## src/rtl/alu_op_sequencer.sv

```systemverilog
// Issue side of the ALU: latches one op, holds ALU inputs for a settle window, captures LO/HI.
// Result valid S edges after accept (rejects after 1); out_ready low holds DONE and blocks new requests.
module alu_op_sequencer #(
  parameter int SETTLE_SIMPLE = 1,
  parameter int SETTLE_MULDIV = 4
) (
  input  logic        clk,
  input  logic        clear,
  input  logic        in_valid,
  output logic        in_ready,
  input  logic [3:0]  in_cntrl,
  input  logic [31:0] in_a,
  input  logic [31:0] in_b,
  output logic [31:0] alu_a,
  output logic [31:0] alu_b,
  output logic [3:0]  alu_cntrl,
  input  logic [31:0] alu_c_lo,
  input  logic [31:0] alu_c_hi,
  output logic        out_valid,
  input  logic        out_ready,
  output logic [31:0] out_lo,
  output logic [31:0] out_hi,
  output logic        out_err
);

  localparam int MAXS = (SETTLE_MULDIV > SETTLE_SIMPLE) ? SETTLE_MULDIV : SETTLE_SIMPLE;
  localparam int CW   = (MAXS < 2) ? 1 : $clog2(MAXS + 1);

  localparam logic [3:0] OP_MUL = 4'd10;
  localparam logic [3:0] OP_DIV = 4'd11;

  typedef enum logic [1:0] {IDLE, EXEC, DONE} state_t;

  state_t        state_q, state_d;
  logic [CW-1:0] cnt_q, cnt_d;
  logic [31:0]   a_q, a_d, b_q, b_d;
  logic [3:0]    cntrl_q, cntrl_d;
  logic [31:0]   lo_q, lo_d, hi_q, hi_d;
  logic          err_q, err_d;
  logic          rej_q, rej_d;
  logic          in_reject;
  logic          in_muldiv;

  assign in_reject = (in_cntrl > OP_DIV) || ((in_cntrl == OP_DIV) && (in_b == 32'd0));
  assign in_muldiv = (in_cntrl == OP_MUL) || (in_cntrl == OP_DIV);

  always_comb begin
    state_d = state_q;
    cnt_d   = cnt_q;
    a_d     = a_q;
    b_d     = b_q;
    cntrl_d = cntrl_q;
    lo_d    = lo_q;
    hi_d    = hi_q;
    err_d   = err_q;
    rej_d   = rej_q;
    case (state_q)
      IDLE: begin
        if (in_valid) begin
          a_d     = in_a;
          b_d     = in_b;
          cntrl_d = in_cntrl;
          state_d = EXEC;
          rej_d   = in_reject;
          // Rejected ops spend a single EXEC cycle with capture suppressed.
          if (in_reject)      cnt_d = CW'(1);
          else if (in_muldiv) cnt_d = CW'(SETTLE_MULDIV);
          else                cnt_d = CW'(SETTLE_SIMPLE);
        end
      end
      EXEC: begin
        if (cnt_q == CW'(1)) begin
          state_d = DONE;
          if (rej_q) begin
            err_d = 1'b1;
          end else begin
            err_d = 1'b0;
            lo_d  = alu_c_lo;
            if ((cntrl_q == OP_MUL) || (cntrl_q == OP_DIV)) hi_d = alu_c_hi;
          end
        end else begin
          cnt_d = cnt_q - CW'(1);
        end
      end
      DONE: begin
        if (out_ready) state_d = IDLE;
      end
      default: state_d = IDLE;
    endcase
  end

  always_ff @(posedge clk) begin
    if (clear) begin
      state_q <= IDLE;
      cnt_q   <= '0;
      a_q     <= '0;
      b_q     <= '0;
      cntrl_q <= '0;
      lo_q    <= '0;
      hi_q    <= '0;
      err_q   <= 1'b0;
      rej_q   <= 1'b0;
    end else begin
      state_q <= state_d;
      cnt_q   <= cnt_d;
      a_q     <= a_d;
      b_q     <= b_d;
      cntrl_q <= cntrl_d;
      lo_q    <= lo_d;
      hi_q    <= hi_d;
      err_q   <= err_d;
      rej_q   <= rej_d;
    end
  end

  assign in_ready  = (state_q == IDLE);
  assign out_valid = (state_q == DONE);
  assign alu_a     = a_q;
  assign alu_b     = b_q;
  assign alu_cntrl = cntrl_q;
  assign out_lo    = lo_q;
  assign out_hi    = hi_q;
  assign out_err   = err_q;

endmodule

```

## config.mk

```make
export PLATFORM = sky130hd
export DESIGN_NAME = alu_op_sequencer
export DESIGN_NICKNAME = d
export VERILOG_FILES = /design/src/rtl/alu_op_sequencer.sv
export SDC_FILE = /design/constraint.sdc
export NUM_CORES = 1
export LEC_CHECK = 0
export CAP_MARGIN = 20
export CORE_MARGIN = 3
export CORE_UTILIZATION = 39
export CTS_CLUSTER_SIZE = 30
export DETAILED_ROUTE_END_ITERATION = 12
export PLACE_DENSITY = 0.83
export SLEW_MARGIN = 20
export SYNTH_ARGS = -nofsm -noshare
export SYNTH_HDL_FRONTEND = slang
export SYNTH_SLANG_ARGS = --single-unit
```

## constraint.sdc

```tcl
create_clock -name clk -period 1.9 [get_ports clk]
set_clock_uncertainty 0.05 [all_clocks]
set_input_delay 0.19 -clock clk [delete_from_list [all_inputs] [get_ports clk]]
set_output_delay 0.19 -clock clk [all_outputs]
set_load 0.01 [all_outputs]
```

==> summary.log, run 1 <==
qor: status.outcome complete, no violations
qor: power.power_leakage 3.11 nW
qor: logic_synthesis.synth_warnings 0
qor: power.internal_power 6.05 mW
qor: clock_network.clock_sink_count 139
qor: drt.detailedRoute.firstPassIterationCount 4
qor: worst_setup_path.crit_path_start_kind register
qor: logic_synthesis.synth_area 5030 sq um
qor: sta.final.period_utilization 96.1%
qor: power.power.share.clock 44.8%
qor: sta.layout_min_cycle_time 1.83 ns
qor: sta.max_freq 0.548 GHz
qor: placed_design.dp_worst_setup_slack -0.253 ns
qor: global_routing.grt_pass1_vias 4,861
qor: clock_network.clk-insertion-delay-late 0.41 ns
qor: final_layout.fin_nets 1,001
qor: logic_synthesis.synth_common_cells nand2_1 (207), dfxtp_1 (139), a21oi_1 (101)
qor: power.power.ir.vdd_worst 0.696 mV
qor: placed_design.place_hpwl 11.7 mm
qor: clock_network.cts-buffers-inserted 17
qor: worst_setup_path.critical_path.max_fanout 6
qor: sta.slew-limit-headroom 65.3%
qor: clock_network.h-tree-depth 4
qor: logic_synthesis.syn_inst 598
qor: run.timing.max_cap.violations 0
qor: final_layout.drive_gt1_share 6.05%
qor: power.pwr-share-comb 14.8%
qor: logic_synthesis.main_area_contributors_after_synthesis dfxtp_1 (55%), nand2_1 (15%), a21oi_1 (10%), mux2i_1 (6.8%), nor2_1 (3.0%)
qor: drt.post_drt_via_cell_ratio 4.78
qor: sta.postLayoutSetupSlackWorst 0.0742 ns
qor: placed_design.numPortBuffers 270
qor: logic_synthesis.ys_ff_latch 139
qor: power.power.switching_fraction 22.4%
qor: drt.via_count 4,988
qor: sta.final_max_slew_viol_count 0
qor: drt.remaining_antenna_violation_count_after_routing 0
qor: sta.fin_setup_tns 0 ns
qor: worst_setup_path.critical_path.endpoint_type output pin
qor: power.switching_power 1.74 mW
qor: floorplan.floorplan.die_area 14,300 sq um
qor: floorplan.placement_rows 40
qor: drt.detailed_route_wire_length 16.3 mm
qor: final_layout.diodes 0
qor: global_routing.grt_overflow_total 0
qor: placed_design.final_replace_weighted_congestion 0.773
qor: floorplan.die_height 120 um
qor: floorplan.starting_utilization_of_the_core_area 40.9%
qor: logic_synthesis.synth.most_common_cell nand2_1
qor: floorplan.io_pins 271
qor: global_routing.grtUsageMet3 9.19%
qor: sta.rsz0062_at_grt false
qor: logic_synthesis.seq_area_frac_synth 55.3%
qor: global_routing.grt_pass1_wl 25.3 mm
qor: clock_network.cts_root_buffer clkbuf_16
qor: floorplan.die_width 120 um
qor: logic_synthesis.synth.distinct_cells 33
qor: clock_network.clkSlewWorstSetupHoldPaths 0.05 ns
qor: clock_network.cts-hold-fix-buffers 0
qor: drt.detail_route.drc_violations 0
qor: global_routing.grt_max_degree 55
qor: clock_network.cts_buffer_depth 2
qor: worst_setup_path.timing.critical_path.arrival 1.59 ns
qor: sta.finalSetupViolCount 0
qor: logic_synthesis.ys.flop_type dfxtp_1
qor: sta.pin_slew_with_the_least_headroom_to_its_limit 0.514 ns
qor: final_layout.area_delta_synth_final 71.2%
qor: global_routing.grt_usage 22.5%
qor: logic_synthesis.synth_nets 736
qor: floorplan.design.core.area 12,300 sq um
qor: worst_setup_path.timing.critical_path.required 1.66 ns
qor: global_routing.busiest_layer met2
qor: worst_setup_path.cp-startpoint state_q[0]
qor: global_routing.antenna_violations_before_repair 0
qor: power.powerDensity 905 nW/um^2
qor: logic_synthesis.synthesis.area_per_instance 8.41 sq um
qor: hold_path.start_point_of_the_worst_hold_path clear
qor: logic_synthesis.synthDominantCellAreaShare 55.3%
qor: drt.detailed_router_s_first_iteration_violation_count 273
qor: logic_synthesis.synth_edf_count 0
qor: logic_synthesis.synth_async_sr_flop_share 0%
qor: hold_path.min-delay-path-class primary input to register
qor: logic_synthesis.synthDominantAreaCellType dfxtp_1
qor: sta.finalHoldViolCount 0
qor: worst_setup_path.type_of_the_worst_setup_path register to output pin
qor: global_routing.global_route.usage.met1 25.9%
qor: global_routing.globalRouteMet2Util 37.5%
qor: worst_setup_path.regToRegStartpoint cnt_q[1]
qor: drt.route.detailed.wl_per_inst 15.6 um
qor: power.power.sequential.fraction 40.4%
qor: final_layout.post_layout_utilization_of_the_core 69.9%
qor: clock_network.cts_tree done
[power by group through the flow]
stage	Sequential, mW	Clock, mW	Combinational (mW)
global route	3.17	3.69	1.26
finish	3.15	3.49	1.15
floorplan	3.27	0	0.383
detailed placement	3.21	0	1.16
CTS	3.15	3.56	1.17
global placement	3.20	0	1.15
[flip-flops by register name, summed over array words and instances (netlist names)]
signal	count
out_err	1
state_q	2
alu_cntrl	4
cnt_q	3
alu_b	32
out_lo	32
alu_a	32
out_hi	32
rej_q	1
[worst max-delay path, cell delays in order, from the launching register on]
cell,delay [ns]
dfxtp_1,0.44
and2b_2,0.25
clkdlybuf4s50_1,0.49
[layout by cell type (no fill, tap or decap), types with 2 or more instances in the layout]
cell             instances
nand2_1                206
ha_1                     2
clkbuf_1                 5
buf_4                    9
o2111ai_1                2
dfxtp_1                139
bufinv_16                4
nor4_1                   6
clkdlybuf4s50_1        269
buf_12                   5
buf_6                    2
clkbuf_8                 4
nor2_1                  39
a21oi_1                101
inv_1                    4
mux2i_1                 34
nor3_1                   2
nand4_1                  2
clkbuf_16               18
[per-stage QoR]
step / power [mW] / cell area [sq um] / hold WS [ns] / cells
2_1_floorplan: 3.65 / 5030 / 0.276 / 598
3_3_place_gp: 4.35 / 7940 / 0.391 / 1009
6_report: 7.79 / 8610 / 0.150 / 1044
5_1_grt: 8.12 / 8610 / 0.139 / 1044
4_1_cts: 7.88 / 8570 / 0.128 / 1041
3_5_place_dp: 4.37 / 7940 / 0.396 / 1009
[metal layers]
layer  routed length [um]  up-vias
met3                 1410       25
met1                 6560     2271
met2                 7930      198
met5                    0        -
li1                     -     2494
met4                  363        0
[repair_timing]
item,in CTS,in global routing
setup buffers,0,1
endpoints found under the setup margin,0,33
hold endpoints to repair,0,0
gates resized for setup,0,2
[area by class of cell]
class / instances / area, sq um
timing repair buffer: 286 / 2910
multi-input combinational: 415 / 2060
inverter: 4 / 15.0
clock buffer: 26 / 499
clock inverter: 6 / 133
sequential: 139 / 2780
fill: 976 / 3700
tap: 168 / 210
[cells by family (layout without fill, tap and decap cells)]
logic type      after synthesis  count (layout)  synth area share (%)
fa+ha+maj                     2               2                 0.497
simple gates                269             269                  22.0
flops                       139             139                  55.3
mux                          34              34                  6.77
compound gates              110             110                  11.6
buf+inv                      44             322                  3.83
[worst paths after layout]
check                    end  slack, ns  cells past startpoint
setup / recovery   out_valid       0.07                      2
setup reg to reg   out_hi[9]       0.10                      8
hold / removal    out_lo[26]       0.15                      2
hold reg to reg   out_lo[26]       0.40                      2
(Power assumes the default switching activity.)
==> run 2, diff against run 1 <==
--- a/config.mk
+++ b/config.mk
@@ -6,7 +6,7 @@
 export NUM_CORES = 1
 export LEC_CHECK = 0
 export CAP_MARGIN = 20
-export CORE_MARGIN = 3
+export CORE_MARGIN = 2
 export CORE_UTILIZATION = 39
 export CTS_CLUSTER_SIZE = 30
 export DETAILED_ROUTE_END_ITERATION = 12
==> summary.log, run 2 (synthesized netlist as in run 1, its figures left out) <==
qor: worst_setup_path.cp-startpoint state_q[0]
qor: global_routing.antenna_violations_before_repair 0
qor: sta.final.period_utilization 96.9%
qor: worst_setup_path.crit_path_start_kind register
qor: power.power.switching_fraction 22.9%
qor: worst_setup_path.timing.critical_path.slowest_cell_delay 0.60 ns
qor: global_routing.grt_max_degree 69
qor: clock_network.cts-buffers-inserted 17
qor: drt.detailed_router_s_first_iteration_violation_count 273
qor: hold_path.min-delay-path-class primary input to register
qor: drt.met2RoutedLength 7.49 mm
qor: floorplan.design.core.area 12,600 sq um
qor: final_layout.final-seq-area 2780 sq um
qor: floorplan.die_height 118 um
qor: status.outcome complete, no violations
qor: drt.wirelength_met1 6.14 mm
qor: power.power.ir.vdd_worst 0.546 mV
qor: final_layout.drive_gt1_share 6.29%
qor: final_layout.layout_common_cells clkdlybuf4s50_1 (269), nand2_1 (206), dfxtp_1 (139)
qor: power.switching_power 1.81 mW
qor: drt.remaining_antenna_violation_count_after_routing 0
qor: floorplan.placement_rows 41
qor: worst_setup_path.regToRegStartpoint cnt_q[1]
qor: clock_network.cts-hold-fix-buffers 0
qor: final_layout.multi_input_comb_area 2060 sq um
qor: worst_setup_path.critical_path.endpoint_type output pin
qor: sta.slew-limit-headroom 58.0%
qor: power.power.sequential.fraction 39.8%
qor: drt.dr_wl_met3 1.39 mm
qor: power.internal_power 6.10 mW
qor: drt.post_drt_via_cell_ratio 4.72
qor: sta.fin_setup_tns 0 ns
qor: clock_network.cts_root_buffer clkbuf_16
qor: clock_network.clock_sink_count 139
qor: worst_setup_path.timing.critical_path.depth 2
qor: final_layout.layout_commonest_cell clkdlybuf4s50_1
qor: worst_setup_path.worst-r2r-cell-count 8
qor: final_layout.n_fill_cell 1,039
qor: worst_setup_path.critPathSlowestCell clkdlybuf4s50_1
qor: power.power_leakage 3.11 nW
qor: global_routing.grt_overflow_total 0
qor: worst_setup_path.critical_path.max_fanout 6
qor: global_routing.grt_pass1_vias 4,844
qor: drt.detailed_route_wire_length 15.3 mm
qor: power.pwr-share-comb 14.5%
qor: sta.rsz0062_at_grt true
qor: global_routing.grt_pass1_wl 24.4 mm
qor: final_layout.final_cell_area 8620 sq um
qor: worst_setup_path.path_delay_family buffers and inverters
qor: final_layout.diodes 0
qor: hold_path.start_point_of_the_worst_hold_path clear
qor: power.finalPower 7.90 mW
qor: run.timing.max_cap.violations 0
qor: placed_design.final_replace_weighted_congestion 0.786
qor: clock_network.clkSlewWorstSetupHoldPaths 0.06 ns
qor: clock_network.h-tree-depth 4
qor: worst_setup_path.type_of_the_worst_setup_path register to output pin
qor: sta.finalSetupViolCount 0
qor: drt.via_count 4,935
qor: worst_setup_path.path_buf_inv 1
qor: clock_network.clk-insertion-delay-late 0.40 ns
qor: final_layout.area_delta_synth_final 71.3%
qor: floorplan.floorplan.die_area 13,800 sq um
qor: sta.max_freq 0.543 GHz
qor: sta.final_max_slew_viol_count 0
qor: final_layout.fin_nets 999
qor: drt.detail_route.drc_violations 0
qor: power.power.share.clock 45.7%
qor: placed_design.place_hpwl 10.9 mm
qor: global_routing.grt_usage 21.9%
qor: worst_setup_path.timing.critical_path.arrival 1.60 ns
qor: hold_path.timing.hold.worst_path_depth 2
qor: drt.routed.top_layer met4
qor: drt.detailedRoute.firstPassIterationCount 4
qor: worst_setup_path.timing.critical_path.required 1.66 ns
qor: floorplan.starting_utilization_of_the_core_area 39.9%
qor: floorplan.die_width 118 um
qor: placed_design.dpl_cell_area 7930 sq um
qor: drt.route.detailed.wl_per_inst 14.7 um
qor: placed_design.numPortBuffers 270
qor: floorplan.io_pins 271
qor: clock_network.cts_buffer_depth 2
qor: sta.finalHoldViolCount 0
qor: worst_setup_path.cp_cell_sequence nor2_1 -> clkdlybuf4s50_1
qor: sta.layout_min_cycle_time 1.84 ns
qor: clock_network.cts_tree done
qor: power.powerDensity 917 nW/um^2
qor: sta.pin_slew_with_the_least_headroom_to_its_limit 0.629 ns
## run 2: cell count changes in the layout (fill, tap and decap cells not counted), sizes merged
cell      previous run  this run
buf                 16        14
bufinv               4         5
clkbuf              27        21
clkinv               1         5
clkinvlp             1         2
## run 2: worst paths after layout
check	endpoint	slack, ns
setup / recovery	in_ready	0.06
hold / removal	state_q[0]	0.12
setup reg to reg	out_hi[30]	0.11
hold reg to reg	alu_b[0]	0.40
## run 2: routing by layer
metal	vias up	GRT usage (%)
met5	-	0
met3	26	8.96
met2	188	37.2
met4	0	8.13
li1	2483	-
met1	2238	24.6
## run 2: timing repair
action / 4_1_cts / 5_1_grt
resized for setup: 0 / 1
setup endpoints to repair: 0 / 31
buffers inserted: 0 / 1
## run 2: worst reg2reg max path: cells and delay by family (launching register included)
kind	cells	cell delay [ns]
AND/OR/NAND/NOR	3	0.41
buffers and inverters	3	0.48
multiplexers	1	0.21
adder cells (fa/ha/maj)	1	0.22
flip-flops	1	0.31
## run 2: final cells by class
cell class,count,area share (%)
inverter,4,0.174
clock inverter,12,2.25
sequential,139,32.3
tap,172,2.50
clock buffer,20,5.30
multi-input combinational,415,23.9
timing repair buffer,284,33.6
## run 2: power groups by stage
| stage | combinational, mW | clock, mW | sequential, mW |
|---|---|---|---|
| after CTS | 1.16 | 3.68 | 3.15 |
| after floorplan | 0.383 | 0 | 3.27 |
| after global routing | 1.24 | 3.82 | 3.17 |
| after detailed placement | 1.15 | 0 | 3.21 |
| final | 1.14 | 3.61 | 3.15 |
| after global placement | 1.14 | 0 | 3.20 |
## run 2: metrics by stage
step	utilization, %	hold slack, ns	setup slack, ns	cells
global placement	62.8	0.391	0.0531	1011
detailed placement	62.8	0.395	-0.0128	1011
global route	68.3	0.122	-0.00683	1046
finish	68.3	0.115	0.0595	1046
floorplan	-	0.276	0.169	598
CTS	68.0	0.100	0.0401	1043
==> run 3, diff against run 2 <==
--- a/config.mk
+++ b/config.mk
@@ -10,8 +10,8 @@
 export CORE_UTILIZATION = 39
 export CTS_CLUSTER_SIZE = 30
 export DETAILED_ROUTE_END_ITERATION = 12
-export PLACE_DENSITY = 0.83
-export SLEW_MARGIN = 20
+export PLACE_DENSITY = 0.86
+export SLEW_MARGIN = 0
 export SYNTH_ARGS = -nofsm -noshare
 export SYNTH_HDL_FRONTEND = slang
 export SYNTH_SLANG_ARGS = --single-unit
==> summary.log, run 3 (synthesized netlist as in run 1, its figures left out) <==
qor: sta.final_max_slew_viol_count 0
qor: hold_path.worst_hold_path.endpoint cnt_q[1]
qor: sta.layout_min_cycle_time 1.83 ns
qor: clock_network.clk-insertion-delay-late 0.41 ns
qor: worst_setup_path.timing.critical_path.slowest_cell_delay 0.31 ns
qor: global_routing.grt_pass1_vias 4,798
qor: drt.via_count 5,005
qor: floorplan.die_width 118 um
qor: drt.post_drt_via_cell_ratio 4.78
qor: worst_setup_path.cp_cell_sequence inv_1 -> ha_1 -> nand4bb_4 -> nor4_4 -> buf_4 -> buf_6 -> mux2i_1 -> nor2_1
qor: final_layout.layout_commonest_cell clkdlybuf4s50_1
qor: clock_network.cts-hold-fix-buffers 0
qor: sta.finalHoldWorstSlack 0.127 ns
qor: floorplan.placement_rows 41
qor: worst_setup_path.type_of_the_worst_setup_path register to register
qor: drt.route.detailed.wl_per_inst 14.9 um
qor: final_layout.final-seq-area 2780 sq um
qor: final_layout.fin_nets 999
qor: power.power.ir.vdd_worst 0.710 mV
qor: drt.remaining_antenna_violation_count_after_routing 0
qor: placed_design.place_hpwl 10.8 mm
qor: worst_setup_path.r2r_slack 0.07 ns
qor: clock_network.h-tree-depth 4
qor: sta.slew-limit-headroom 64.0%
qor: worst_setup_path.worst_r2r_endpoint out_hi[12]
qor: worst_setup_path.crit_path_start_kind register
qor: sta.finalHoldViolCount 0
qor: clock_network.clock_sink_count 139
qor: clock_network.cts_tree done
qor: clock_network.cts_buffer_depth 2
qor: floorplan.starting_utilization_of_the_core_area 39.9%
qor: final_layout.layout_common_cells clkdlybuf4s50_1 (268), nand2_1 (206), dfxtp_1 (138)
qor: final_layout.diodes 0
qor: final_layout.post_layout_utilization_of_the_core 68.7%
qor: final_layout.area_delta_synth_final 72.3%
qor: clock_network.cts-buffers-inserted 17
qor: power.power_leakage 3.12 nW
qor: clock_network.cts_root_buffer clkbuf_16
qor: global_routing.antenna_violations_before_repair 0
qor: global_routing.grt_pass1_wl 24.4 mm
qor: hold_path.start_point_of_the_worst_hold_path clear
qor: worst_setup_path.timing.critical_path.required 2.14 ns
qor: worst_setup_path.critical_path.max_fanout 16
qor: global_routing.grt_overflow_total 0
qor: run.timing.max_cap.violations 0
qor: power.powerDensity 928 nW/um^2
qor: placed_design.final_replace_weighted_congestion 0.850
qor: floorplan.floorplan.die_area 13,800 sq um
qor: floorplan.design.core.area 12,600 sq um
qor: drt.detail_route.drc_violations 0
qor: clock_network.clkSlewWorstSetupHoldPaths 0.06 ns
qor: worst_setup_path.critPathSlowestCell dfxtp_1
qor: worst_setup_path.timing.critical_path.arrival 2.07 ns
qor: placed_design.numPortBuffers 270
qor: sta.finalSetupViolCount 0
qor: hold_path.timing.hold.worst_path_depth 2
qor: floorplan.die_height 118 um
qor: sta.pin_slew_with_the_least_headroom_to_its_limit 0.535 ns
qor: global_routing.grt_usage 22.0%
qor: final_layout.n_fill_cell 1,009
qor: drt.detailed_router_s_first_iteration_violation_count 291
qor: drt.detailedRoute.firstPassIterationCount 6
qor: sta.final.period_utilization 96.1%
qor: worst_setup_path.worst-r2r-cell-count 8
qor: sta.max_freq 0.548 GHz
qor: worst_setup_path.regToRegStartpoint cnt_q[1]
qor: status.outcome complete, no violations
qor: hold_path.min-delay-path-class primary input to register
qor: placed_design.numPlacedInstances 1,011
qor: final_layout.multi_input_comb_area 2060 sq um
qor: drt.detailed_route_wire_length 15.6 mm
qor: final_layout.final-instance-count-excl-fill 1,046
qor: worst_setup_path.critical_path.endpoint_type register
qor: global_routing.grt_max_degree 48
qor: final_layout.drive_gt1_share 6.52%
qor: floorplan.io_pins 271
==> run 3: routing by layer <==
metal / GRT usage, % / vias to the layer above / wire length (um)
met5: 0 / - / 0
met3: 8.91 / 19 / 1310
met4: 7.83 / 0 / 254
met2: 37.1 / 193 / 7740
li1: - / 2489 / -
met1: 25.2 / 2304 / 6280
==> run 3: power breakdown <==
group / total (mW) / switching, mW / internal, mW / leakage [nW]
registers: 3.15 / 0.0814 / 3.07 / 1.13
logic: 1.16 / 0.513 / 0.650 / 1.67
clock network: 3.73 / 1.27 / 2.46 / 0.315
==> run 3: worst max path at each step <==
stage / startpoint / to / slack (ns) / cells past startpoint
after global routing: cnt_q[1] / out_hi[12] / -0.04 / 8
final: cnt_q[1] / out_hi[12] / 0.07 / 8
after global placement: in_b[28] / rej_q / -0.18 / 6
after floorplan: cnt_q[1] / out_hi[1] / 0.17 / 7
after CTS: state_q[0] / in_ready / 0.03 / 2
after detailed placement: in_b[28] / rej_q / -0.26 / 6
==> run 3: layout make-up <==
cell class | instances | share of cell area (%)
well taps | 172 | 2.48
flip-flops and latches | 139 | 32.1
clock inverters | 15 | 2.84
multi-input cells | 415 | 23.8
clock buffers | 17 | 4.91
inverters | 4 | 0.173
repair buffers | 284 | 33.7
==> run 3: worst max-delay path: cells and delay by family, from the launching register on <==
kind                       cells  cell delay [ns]
buffers and inverters          3             0.48
and+or+nand+nor                3             0.40
DFF                            1             0.31
muxes                          1             0.25
adders and majority gates      1             0.21
==> run 3: per-stage QoR <==
stage	TNS, ns	power, mW	area, sq um	worst slack, ns
after floorplan	0	3.65	5030	0.169
after global placement	-0.458	4.35	7960	-0.177
after detailed placement	-0.727	4.37	7960	-0.262
after CTS	0	8.12	8630	0.0263
after global routing	-0.0367	8.37	8670	-0.0367
final	0	8.04	8670	0.0738
==> run 3: repair_timing <==
action / in CTS / in global routing
setup buffers: 0 / 1
gates resized for setup: 0 / 3
setup endpoints to repair: 0 / 23
